--- config.mk ---
export PLATFORM = sky130hd
export DESIGN_NAME = i2c_master
export DESIGN_NICKNAME = d
export VERILOG_FILES = /design/src/rtl/i2c_master.sv
export SDC_FILE = /design/constraint.sdc
export NUM_CORES = 1
export LEC_CHECK = 0
export ABC_AREA = 1
export CAP_MARGIN = 0
export CORE_MARGIN = 4
export CORE_UTILIZATION = 28
export DETAILED_ROUTE_END_ITERATION = 8
export PLACE_DENSITY = 0.47
export SETUP_SLACK_MARGIN = 0.1
export SYNTH_ARGS = -nofsm -noshare
export SYNTH_HDL_FRONTEND = slang
export SYNTH_SLANG_ARGS = --single-unit
--- constraint.sdc ---
create_clock -name CLK -period 3 [get_ports CLK]
set_input_delay 0.75 -clock CLK [delete_from_list [all_inputs] [get_ports CLK]]
set_output_delay 0.75 -clock CLK [all_outputs]
set_load 0.05 [all_outputs]
--- src/rtl/i2c_master.sv ---
// rtl/i2c_master.sv - single-byte I2C bus master (START, addr+RW, ACK, one data byte, ACK, STOP)
// SCL/SDA_OUT are decoded from registered state so an asynchronous reset releases the bus at once.
module i2c_master #(
  parameter int CLK_DIV = 4
) (
  input  logic       CLK,
  input  logic       RESET,
  input  logic       ENB,
  input  logic       START,
  input  logic [6:0] ADDR,
  input  logic       RW,
  input  logic [7:0] D,
  output logic [7:0] Q,
  output logic       Q_ready,
  output logic       BUSY,
  output logic       ACK_ERR,
  output logic       SCL,
  output logic       SDA_OUT,
  input  logic       SDA_IN
);

  localparam int DW = $clog2(CLK_DIV);
  localparam logic [DW-1:0] DIV_MAX = DW'(CLK_DIV - 1);

  typedef enum logic [2:0] {
    S_IDLE, S_START, S_ADDR, S_AACK, S_WDATA, S_RDATA, S_DACK, S_STOP
  } state_t;

  state_t state, state_next;
  logic [DW-1:0] div;
  logic [1:0]    qtr;
  logic [2:0]    bit_cnt;
  logic [7:0]    addr_rw;
  logic [7:0]    data;
  logic [7:0]    rx;
  logic          sda_smp;
  logic          tick, sample, end_q, last_bit;

  assign tick     = ENB && (div == DIV_MAX);
  assign sample   = tick && (qtr == 2'd2);
  assign end_q    = tick && (qtr == 2'd3);
  assign last_bit = (bit_cnt == 3'd7);

  always_ff @(posedge CLK or posedge RESET) begin
    if (RESET) begin
      state   <= S_IDLE;
      div     <= '0;
      qtr     <= 2'd0;
      bit_cnt <= 3'd0;
      addr_rw <= 8'h00;
      data    <= 8'h00;
      rx      <= 8'h00;
      sda_smp <= 1'b1;
      Q       <= 8'h00;
      Q_ready <= 1'b0;
      BUSY    <= 1'b0;
      ACK_ERR <= 1'b0;
    end else begin
      Q_ready <= 1'b0;
      if (ENB) begin
        state <= state_next;
        if (state == S_IDLE) begin
          div     <= '0;
          qtr     <= 2'd0;
          bit_cnt <= 3'd0;
          if (START) begin
            addr_rw <= {ADDR, RW};
            data    <= D;
            ACK_ERR <= 1'b0;
            BUSY    <= 1'b1;
          end
        end else begin
          div <= tick ? '0 : div + 1'b1;
          if (tick) qtr <= qtr + 2'd1;
          // bit counter wraps back to 0 after the eighth bit of each byte
          if (end_q && (state == S_ADDR || state == S_WDATA || state == S_RDATA))
            bit_cnt <= bit_cnt + 3'd1;
          if (sample) begin
            sda_smp <= SDA_IN;
            if (state == S_RDATA) rx <= {rx[6:0], SDA_IN};
          end
          if (end_q && state == S_AACK && sda_smp) ACK_ERR <= 1'b1;
          if (end_q && state == S_DACK && !addr_rw[0] && sda_smp) ACK_ERR <= 1'b1;
          if (end_q && state == S_RDATA && last_bit) begin
            Q       <= rx;
            Q_ready <= 1'b1;
          end
          if (end_q && state == S_STOP) BUSY <= 1'b0;
        end
      end
    end
  end

  always_comb begin
    state_next = state;
    SCL        = 1'b1;
    SDA_OUT    = 1'b1;
    case (state)
      S_IDLE: begin
        if (ENB && START) state_next = S_START;
      end
      S_START: begin
        SCL     = ~qtr[1];
        SDA_OUT = (qtr == 2'd0);
        if (end_q) state_next = S_ADDR;
      end
      S_ADDR: begin
        SCL     = qtr[1];
        SDA_OUT = addr_rw[3'd7 - bit_cnt];
        if (end_q && last_bit) state_next = S_AACK;
      end
      S_AACK: begin
        SCL = qtr[1];
        if (end_q) state_next = sda_smp ? S_STOP : (addr_rw[0] ? S_RDATA : S_WDATA);
      end
      S_WDATA: begin
        SCL     = qtr[1];
        SDA_OUT = data[3'd7 - bit_cnt];
        if (end_q && last_bit) state_next = S_DACK;
      end
      S_RDATA: begin
        SCL = qtr[1];
        if (end_q && last_bit) state_next = S_DACK;
      end
      S_DACK: begin
        // after a read the master leaves SDA released, which is the NACK
        SCL = qtr[1];
        if (end_q) state_next = S_STOP;
      end
      S_STOP: begin
        SCL     = (qtr != 2'd0);
        SDA_OUT = qtr[1];
        if (end_q) state_next = S_IDLE;
      end
      default: state_next = S_IDLE;
    endcase
  end

endmodule

Yosys cells after proc, flatten, opt, wreduce, memory -nomap -nowiden
Cells that the tools add are included.
{"block": "word_totals", "word_cells": 105, "register_bits": 46, "out_inout_bits": 13, "in_bits": 21}
{"block": "op_classes", "mux": 32, "n_reduce_logical": 35, "addsub": 4, "magnitude_cmp": 1, "eq_ne": 19, "n_bitwise": 2}
{"op": "$mux W3", "n": 9}
{"op": "$pmux W3 S7", "n": 1}
{"op": "$eq A3 B3 Y1 const B", "n": 5}
{"op": "$reduce_and A3 Y1", "n": 5}
{"op": "$logic_and A1 B1 Y1", "n": 14}
{"op": "$mux W1", "n": 13}
{"op": "$mux W2", "n": 5}
{"op": "$ne A2 B2 Y1 const B", "n": 5}
{"op": "$reduce_and A8 Y1", "n": 1}
{"op": "$reduce_bool A2 Y1", "n": 4}
{"op": "$bmux W1 S3", "n": 2}
{"op": "$eq A2 B2 Y1 const B", "n": 3}
{"op": "$eq A3 B2 Y1 const B", "n": 2}
{"op": "$ne A2 B1 Y1 const B", "n": 3}
{"op": "$reduce_or A5 Y1", "n": 1}
{"op": "$add A2 B1 Y2 const B", "n": 2}
{"op": "$lt A3 B4 Y1 const B", "n": 1}
{"op": "$pmux W1 S4", "n": 1}
{"op": "$reduce_and A2 Y1", "n": 2}
{"op": "$reduce_and A4 Y1", "n": 1}
{"op": "$add A3 B1 Y3 const B", "n": 1}
{"op": "$eq A3 B1 Y1 const B", "n": 1}
{"op": "$logic_not A3 Y1", "n": 1}
{"op": "$pmux W1 S3", "n": 1}
{"op": "7 further kinds", "n": 9}

Depth between registers and ports, before layout
Gate-level depths: netlist of run 1.
{"block": "depth", "word_depth": 8, "depth_mapped": 10, "ltp_nobuf": 9}

Worst setup path after synthesis of run 1
No wires, ideal clock.
{"block": "synth_timing", "path_type": "reg2out", "from": "register state[1]", "to": "output port SCL", "arrival_time_ps": 1544, "required_ps": 2250, "path_slack_ps": 706, "stages_incl_launch_ff": 6, "cell_sequence": "dfrtp_1 -> buf_2 -> inv_1 -> ha_1 -> o21ai_0 -> o2111ai_1"}
{"block": "synth_between", "elab_chain_len": 3, "word_cells_on_any_way": 9}
{"item": "start, declared", "line_no": "29", "text": "state_t state, state_next;"}
{"item": "start signal, assigned", "line_no": "61", "text": "state <= state_next;"}
{"item": "$eq A3 B2 Y1 / $eq A3 B3 Y1 (equally long branches)", "line_no": "98", "text": "case (state)"}
{"item": "$reduce_or A5 Y1 (no line)"}
{"item": "$pmux W1 S3 *", "line_no": "98"}
{"item": "end, declared", "line_no": "17", "text": "output logic SCL,"}
Every way passes the cells marked *; elsewhere a longest branch is shown, timed or not.

Final worst setup path of run 1
{"block": "layout_timing", "from": "register state[1]", "to": "output port SDA_OUT"}
{"block": "layout_between", "elab_chain_len": 2, "word_cells_on_any_way": 5}
{"item": "$eq A3 B3 Y1 (tied with other cells)", "line_no": "98"}
{"item": "$pmux W1 S4 *", "line_no": "98"}
{"item": "end, declared", "line_no": "18", "text": "output logic SDA_OUT,"}
Marks and branches as above.

==> impl_results.md, run 1 <==
* Most used cell, CP: nor2_1
* Syn-to-layout area delta at 22.4%
* Max_slew headroom at 0.641
* Worst-Skew Late Latency at around 0.30 ns
* Synthesized area at 2440 sq um
* Final nets at about 360
* Net Switching at 0.000892 W
* Final max-slew violation count at 0
* Setup ws final at 0.407 ns
* Antenna-violating nets left at 0
* Arrival time of the worst setup path at 1.84 ns
* CTS tree: yes
* Comb pwr share at 0.388
* Total setup buffers inserted after CTS at 0
* Max Buffers Root-to-Sink at 2
* CTS Buf Count at 5
* Flop pwr share at 0.394
* Maximum number of pins on one net before global-route repair at 25
* Clock network power share at 0.218
* CP Cell Sequence: inv_1, nor2_1, nand2_1, nand2_1, nor2_1, nor2_1, nand3_1, buf_4
* Rows at 33
* H-tree levels at 2
* Post-synth top flop: dfrtp_1
* Tightest Hold Check Type: register to register
* Final Cycle Share at 0.864
* Clk_skew at about 0.008 ns
* Max stage delay on crit path at 0.53 ns
* Initial Util at 0.292
* Drt first pass iters at 4
* Top-level I/O count at 34
* Drt drc at 0
* Switch share at 0.403
* Initial drt markers at 117
* Synth Warn # at 0
* Die H at 101 um
* GRT Residual Overflow at 0
* Total core area at 8340 sq um
* Post-layout min period at 2.59 ns
* Min Hold Slack at 0.483 ns
* GP Congestion at between 0.8 and 0.9
* Port Buf Inserts at 33
* Slew at the pin closest to its max-slew limit at 0.537 ns
* Routed via count at 1936
* Internal at 0.00132 W
* Post-cts hold buffer count at 0
* Max-Cap Viols at 0
* Synth area leader: dfrtp_1
* Antenna cell count at 0
* Die W at 101 um
* Status: complete, no violations
* Placed cell area at roughly 2900 sq um
* Worst Path Required at about 2.3 ns
* RSZ-0062 raised after global routing: no
* CP startpoint: state[1]$_DFFE_PP0P_
* Max Freq at 386 MHz
* Die ar. at 10300 sq um
* Initial antenna violation count at 0
* WL per Instance at ~12 um
* Dpl cells at 431
* Critical-path top delay cell: dfrtp_1
* RR Startpoint: state[1]$_DFFE_PP0P_
* Design Area, Final at ~3000 sq um
* P_leak at 1.49 nW
* Clock Tree Root: clkbuf_8
* Top cells by count, synth: nand2_1 (87), dfrtp_1 (45), inv_1 (45)
* Worst vdd ir at 263 uV
* Post-cts gate resize count at 0
* First-pass GRT wire length at between 9000 and 10000 um
* Number of global-route vias before repair at 1902
* Dpl hpwl at 3930 um
* Overall routed net length at between 5000 and 6000 um
* Post-synth EDFFs at 0
* Final Instance Count excl. Fillers at roughly 440
* Unique masters post-synth at 29
* Top cells by area, synth: dfrtp_1 (46%), nand2_1 (13%), inv_1 (6.9%), o21ai_0 (5.8%), nand3_1 (4.7%)
* Hold Crit Start: addr_rw[7]$_DFFE_PP0P_
* Setup TNS at 0 ns
* Critical path class: register to output port
* Post-Syn Nets at approximately 330
* GRT Overall Usage at 0.113
* Synth Instances at between 200 and 300
* Clk slew on worst S/H paths at 0.09 ns
* Synth top area share at 0.462
* Share of cells above drive strength 1 at 0.120
* Fin. Hold Viols at 0
* Crit start category: register
* Pre-CTS setup slack at approximately 0.64 ns
* FF+latch count, synth at 46
* CP endpoint kind: output port
* # clock sinks at between 40 and 50
* Worst-path fanout max at 9
* PwrDens at roughly 740 nW/um^2
* Syn Area/Cell at 8.17 sq um
* Endpoints failing setup at 0
* Vias/cell at around 4.4
* Asr flop ratio synth at 1.00
* Seq/Total Area, Yosys at 0.473
* Top-count cell post-synth: nand2_1
==> metrics by stage <==
step	power (W)	util
2_1_floorplan	0.00152	-
3_3_place_gp	0.00175	0.344
3_5_place_dp	0.00175	0.344
4_1_cts	0.00225	0.357
5_1_grt	0.00241	0.357
6_report	0.00221	0.357
==> registers in the layout, summed over array words and instances (netlist names) <==
signal	flops
qtr	2
state	3
ACK_ERR	1
sda_smp	1
BUSY	1
rx	8
div	2
bit_cnt	3
data	8
addr_rw	8
Q	8
Q_ready	1
==> critical path: cells and delay by family (launching register included) <==
kind | cells | cell delay [ns]
and+or+nand+nor | 6 | 0.65
DFF | 1 | 0.53
buffers and inverters | 2 | 0.35
==> final timing paths <==
kind                                          end  depth (start not counted)  slack (ns)
setup reg to reg           addr_rw[2]$_DFFE_PP0P_                          6        1.39
setup / recovery                          SDA_OUT                          8        0.41
hold reg to reg            addr_rw[7]$_DFFE_PP0P_                          2        0.48
min in group asynchronous       rx[1]$_DFFE_PP0P_                          2        0.81
hold / removal             addr_rw[7]$_DFFE_PP0P_                          2        0.48
max in group asynchronous     data[0]$_DFFE_PP0P_                          3        1.60
==> logic make-up after synthesis <==
group / count (synthesis) / synth area share
compound gates: 47 / 0.119
fa+ha+maj: 9 / 0.0462
buf+inv: 57 / 0.102
flops: 46 / 0.473
simple gates: 139 / 0.259
==> power groups by stage <==
| stage | Combinational (W) | Sequential (W) | Clock (W) |
|---|---|---|---|
| 5_1_grt | 0.000996 | 0.000894 | 0.000523 |
| 4_1_cts | 0.000871 | 0.000873 | 0.000502 |
| 3_3_place_gp | 0.000864 | 0.000886 | 0 |
| 3_5_place_dp | 0.000868 | 0.000885 | 0 |
| 2_1_floorplan | 0.000685 | 0.000838 | 0 |
| 6_report | 0.000859 | 0.000871 | 0.000483 |
==> layout by cell type, fill, tap and decap left out, types with 2 or more instances in the layout <==
| cell type | n |
|---|---|
| ha_1 | 9 |
| inv_2 | 3 |
| clkdlybuf4s50_1 | 31 |
| nand2_1 | 87 |
| buf_4 | 5 |
| nand3_1 | 23 |
| nor2_1 | 17 |
| o21ai_2 | 11 |
| nand2_2 | 4 |
| nand3b_1 | 2 |
| dfrtp_1 | 45 |
| o21ai_0 | 28 |
| a21oi_1 | 2 |
| inv_1 | 44 |
| nor2_4 | 2 |
| clkbuf_8 | 5 |
==> layout make-up <==
type | instances | area, sq um
fill | 900 | 5360
sequential | 46 | 1150
multi-input combinational | 195 | 1030
timing repair buffer | 37 | 368
inverter | 48 | 183
tap | 105 | 131
clock buffer | 5 | 68.8
clock inverter | 3 | 43.8
==> metal layers <==
layer  GRT usage  up-vias  share of wire
met2       0.160       50           0.41
met5           0        -              0
li1            -     1000              -
met1       0.167      882           0.52
met4      0.0276        0         0.0054
met3      0.0337        4          0.063
Power figures use the tool's default switching activity.
==> run 2, diff against run 1 <==
- CORE_UTILIZATION: 28 -> 25
- PLACE_DENSITY: 0.47 -> 0.44
==> run 2 against run 1 <==
Combinational power decreased by 0.5%; sequential share of layout area increased by 0.098 points; critical path depth decreased by 3; via count decreased by 1.6%; clock-buffer cell count increased by 1; critical path type unchanged.
==> impl_results.md, run 2 (same netlist as run 1, synthesis figures left out) <==
* Status: complete, no violations
* Total core area at roughly 9400 sq um
* Drt drc at 0
* Final nets at about 360
* P_leak at 1.47 nW
* Tightest Hold Check Type: register to register
* Overall routed net length at 5450 um
* Placed cell area at 2890 sq um
* Drt first pass iters at 4
* Clock Tree Root: clkbuf_8
* Post-layout min period at 2.58 ns
* Fillers at between 1000 and 1500
* Commonest non-fill, non-tap cell in the layout: nand2_1
* Worst vdd ir at approximately 310 uV
* Dpl hpwl at 3920 um
* Total setup buffers inserted after CTS at 0
* Share of cells above drive strength 1 at 0.114
* Reg2reg end: addr_rw[7]$_DFFE_PP0P_
* Slew at the pin closest to its max-slew limit at 0.504 ns
* CTS Buf Count at 5
* Setup ws final at 0.416 ns
* Setup TNS at 0 ns
* Port Buf Inserts at 33
* Worst Setup EP: SCL
* Top-level I/O count at 34
* Area of the multi-input gates at 1030 sq um
* Maximum number of pins on one net before global-route repair at 34
* Rows at 35
* Endpoints failing setup at 0
* Max_slew headroom at 0.663
* Syn-to-layout area delta at 22.1%
* Antenna-violating nets left at 0
* Initial antenna violation count at 0
* Max Buffers Root-to-Sink at 2
* Critical path class: register to output port
* Number of global-route vias before repair at 1917
* RSZ-0062 raised after global routing: no
* GRT Overall Usage at 0.103
* Die H at 107 um
* Most frequent cells in the layout: nand2_1 (87), dfrtp_1 (45), inv_1 (44)
* Max-Cap Viols at 0
* Post-cts hold buffer count at 0
* Design Area, Final at 2970 sq um
* Initial drt markers at 95
* Clk slew on worst S/H paths at 0.08 ns
* CP startpoint: state[1]$_DFFE_PP0P_
* # clock sinks at 46
* Final max-slew violation count at 0
* Worst-path fanout max at 9
* Vias/cell at 4.12
* Crit start category: register
* Reg2Reg Depth at 7
* PwrDens at ~710 nW/um^2
* Worst Path Required at 2.25 ns
* WL per Instance at around 12 um
* Arrival time of the worst setup path at roughly 1.8 ns
* FF-to-FF setup slack at 1.39 ns
* CTS tree: yes
* Antenna cell count at 0
* Clk_skew at ~0.011 ns
* Die ar. at 11400 sq um
* Pre-CTS setup slack at 0.691 ns
* Register Area at 1150 sq um
* RR Startpoint: state[0]$_DFFE_PP0P_
* GRT Residual Overflow at 0
* Fin. Hold Viols at 0
* Worst-Skew Late Latency at about 0.30 ns
* H-tree levels at 2
* Post-cts gate resize count at 0
* Final Cycle Share at 0.861
* Routed via count at 1905
* Die W at 107 um
* First-pass GRT wire length at 9360 um
* GP Congestion at between 0.8 and 0.9
* Max Freq at 387 MHz
* Initial Util at 0.260
* CP endpoint kind: output port
## run 2: changes by cell type in the layout (fill, tap and decap cells not counted)
cell / before / now
inv_6: 1 / 0
clkbuf_1: 0 / 1
buf_4: 5 / 4
clkinv_2: 1 / 2
bufinv_16: 1 / 0
## run 2: power breakdown
part	internal, W	switching, W	leakage (nW)	total [W]
Clock	0.000162	0.000218	0.0450	0.000380
Combinational	0.000294	0.000561	0.869	0.000855
Sequential	0.000773	0.0000999	0.557	0.000873
## run 2: cell type report
| class | instances | share of cell area |
|---|---|---|
| clock inverter | 2 | 0.00337 |
| tap | 129 | 0.0543 |
| sequential | 46 | 0.387 |
| inverter | 48 | 0.0614 |
| clock buffer | 6 | 0.0244 |
| timing repair buffer | 36 | 0.121 |
| multi-input combinational | 195 | 0.348 |
## run 2: stage by stage
stage	total power (W)	hold slack, ns	instances	util
5_1_grt	0.00231	0.507	462	0.317
3_3_place_gp	0.00175	0.457	454	0.309
4_1_cts	0.00215	0.490	462	0.317
6_report	0.00211	0.485	462	0.317
2_1_floorplan	0.00152	0.443	298	-
3_5_place_dp	0.00175	0.468	454	0.309
## run 2: worst min path at each step
stage / from / to / cells past startpoint
floorplan: addr_rw[7]$_DFFE_PP0P_ / addr_rw[7]$_DFFE_PP0P_ / 2
global placement: rx[2]$_DFFE_PP0P_ / rx[3]$_DFFE_PP0P_ / 2
detailed placement: rx[2]$_DFFE_PP0P_ / rx[3]$_DFFE_PP0P_ / 2
CTS: rx[2]$_DFFE_PP0P_ / rx[3]$_DFFE_PP0P_ / 2
global route: rx[2]$_DFFE_PP0P_ / rx[3]$_DFFE_PP0P_ / 2
finish: data[7]$_DFFE_PP0P_ / data[7]$_DFFE_PP0P_ / 2
## run 2: per-layer routing
metal,routed length [um],track usage
met1,2690,0.142
met2,2380,0.156
met3,322,0.0301
met4,58,0.0301
met5,0,0
## run 2: worst max-delay path, cell delays in order (launching register included)
cell and delay, ns:
dfrtp_1 0.52, inv_1 0.15, ha_1 0.31, o21ai_0 0.16, o2111ai_1 0.16, buf_4 0.23
==> run 3, diff against run 2 <==
- ABC_AREA: 1 -> default
- CORE_ASPECT_RATIO: default -> 0.5
- RECOVER_POWER: default -> 50
==> run 3 against run 2 <==
Via count is 14% lower; global-route usage fell by 0.60 points; wire length down 4.6%; largest power group unchanged; clock power is 42% higher; final area down 0.63%; worst hold slack gained 0.013 ns; register-to-register slack lost 0.48 ns; synthesized cell count is 37% lower; sequential power fell by 16%.
==> impl_results.md, run 3 <==
* Synth top area share at 0.477
* CP endpoint kind: output port
* Rows at 24
* Worst-Skew Late Latency at 0.28 ns
* P_leak at 1.35 nW
* Synth area leader: dfrtp_1
* Drt drc at 0
* Syn Area/Cell at 12.5 sq um
* Initial Util at 0.264
* Unique masters post-synth at 39
* Final nets at 256
* Die H at 76.7 um
* Total core area at 8950 sq um
* Dpl hpwl at about 3700 um
* Clock Tree Root: clkbuf_16
* Final Instance Count excl. Fillers at 344
* Max-Cap Viols at 0
* # clock sinks at 46
* Post-Syn Nets at 218
* WHS Path Cells at 1
* Number of global-route vias before repair at 1595
* Worst vdd ir at around 230 uV
* Area of the multi-input gates at 1100 sq um
* Crit start category: register
* RSZ-0062 raised after global routing: no
* H-tree levels at 2
* Antenna cell count at 0
* Overall routed net length at 5200 um
* Worst Path Required at 2.25 ns
* Top-count cell post-synth: dfrtp_1
* Commonest non-fill, non-tap cell in the layout: dfrtp_1
* Synthesized area at ~2400 sq um
* Clk_skew at approximately 0.0034 ns
* Post-layout min period at 2.76 ns
* Slew at the pin closest to its max-slew limit at approximately 1.2 ns
* Initial antenna violation count at 0
* Final max-slew violation count at 0
* CTS tree: yes
* Asr flop ratio synth at 1.00
* Critical path class: register to output port
* Antenna-violating nets left at 0
* Worst-path fanout max at 7
* Top cells by area, synth: dfrtp_1 (48%), mux2_2 (17%), ha_1 (4.8%), mux4_1 (3.3%), mux2i_1 (2.5%)
* PwrDens at ~520 nW/um^2
* Share of cells above drive strength 1 at 0.269
* Post-synth top flop: dfrtp_1
* Dpl cells at ~330
* CTS Buf Count at 5
* Synth Warn # at 0
* Post-synth EDFFs at 0
* Die ar. at 11100 sq um
* First-pass GRT wire length at 8660 um
* Max Freq at about 360 MHz
* Final Cycle Share at 0.922
* Initial drt markers at 192
* Seq/Total Area, Yosys at 0.489
* Fin. Hold Viols at 0
* Arrival time of the worst setup path at 2.01 ns
* Synth Instances at about 190
* Max_slew headroom at 0.225
* Syn-to-layout area delta at 25.3%
* Drt first pass iters at 5
* Setup TNS at 0 ns
* FF+latch count, synth at 46
* Most frequent cells in the layout: dfrtp_1 (44), mux2_2 (36), clkdlybuf4s50_1 (29)
* GP Congestion at 0.863
* WL per Instance at approximately 15 um
* Fillers at slightly above 900
* Port Buf Inserts at 33
* GRT Residual Overflow at 0
* GRT Overall Usage at 0.0970
* Status: complete, no violations
* Max Buffers Root-to-Sink at 2
* Routed via count at 1639
* Vias/cell at between 4 and 5
* Tightest Hold Check Type: register to register
* Register Area at between 1000 and 1500 sq um
* Top-level I/O count at 34
* Die W at 145 um
* Reg2Reg Depth at 6
* Maximum number of pins on one net before global-route repair at 47
* Endpoints failing setup at 0
* Clk slew on worst S/H paths at ~0.060 ns
* Top cells by count, synth: dfrtp_1 (45), mux2_2 (36), inv_1 (10), o21ai_0 (10), ha_1 (9)
-- run 3: cell types whose count changed in the layout (fill, tap and decap cells not counted), moves of 9 or more --
| cell | change |
|---|---|
| o21ai_2 | -11 |
| mux2_2 | +36 |
| nor2_1 | -9 |
| inv_1 | -35 |
| nand3_1 | -15 |
| nand2_1 | -80 |
| o21ai_0 | -18 |
-- run 3: report_power, final --
| group | leakage, nW | internal [W] | switching [W] |
|---|---|---|---|
| clock network | 0.0708 | 0.000309 | 0.000229 |
| logic | 0.660 | 0.000137 | 0.000134 |
| registers | 0.623 | 0.000671 | 0.0000618 |
-- run 3: cells by family (layout without fill, tap and decap cells) --
kind of cell | count (synthesis) | count (layout) | synth area share
AO/OA/AOI/OAI | 27 | 27 | 0.0833
flip-flops | 46 | 46 | 0.489
buffers and inverters | 19 | 58 | 0.0451
AND/OR/NAND/NOR | 41 | 41 | 0.0997
multiplexers | 46 | 46 | 0.236
adder cells (fa/ha/maj) | 9 | 9 | 0.0477
-- run 3: worst max-delay path, stage by stage (launching register included) --
cell and delay [ns]:
dfrtp_2 0.45, mux4_1 0.58, mux2_2 0.30, nand3_2 0.07
o2111ai_1 0.11, buf_4 0.21
-- run 3: worst paths after layout --
kind	slack, ns	startpoint	to
setup / recovery	0.24	bit_cnt[0]$_DFFE_PP0P_	SDA_OUT
hold / removal	0.50	data[1]$_DFFE_PP0P_	data[1]$_DFFE_PP0P_
setup reg to reg	0.91	bit_cnt[0]$_DFFE_PP0P_	Q[5]$_DFFE_PP0P_
hold reg to reg	0.50	data[1]$_DFFE_PP0P_	data[1]$_DFFE_PP0P_
max in group asynchronous	0.95	RESET	bit_cnt[0]$_DFFE_PP0P_
min in group asynchronous	1.28	RESET	Q[0]$_DFFE_PP0P_
-- run 3: area by class of cell --
| cell class | instances | area share |
|---|---|---|
| inverter | 10 | 0.0127 |
| clock buffer | 6 | 0.0436 |
| timing repair buffer | 40 | 0.127 |
| sequential | 46 | 0.390 |
| multi-input combinational | 123 | 0.372 |
| clock inverter | 2 | 0.00466 |
| tap | 117 | 0.0495 |
-- run 3: per-stage QoR --
stage           util  area [sq um]  power, W  worst slack [ns]  hold slack, ns
2_1_floorplan      -          2360  0.000914             0.396           0.464
3_3_place_gp   0.313          2800  0.000995             0.347           0.480
3_5_place_dp   0.313          2800   0.00100             0.303           0.488
4_1_cts        0.329          2940   0.00155             0.138           0.503
5_1_grt        0.330          2960   0.00164             0.108           0.515
6_report       0.330          2960   0.00154             0.235           0.499
-- run 3: layer usage --
layer  track usage  share of wire  vias to the layer above
li1              -              -                      768
met1         0.127           0.47                      821
met2         0.151           0.46                       37
met3        0.0230          0.038                       13
met4        0.0483          0.030                        0
met5             0              0                        -
-- run 3: what timing repair did --
action                                  in CTS  in global routing
hold buffers                                 0                  0
cloned                                       0                  0
buffers inserted                             0                  2
gates resized for setup                      1                  0
endpoints found under the setup margin       1                  1
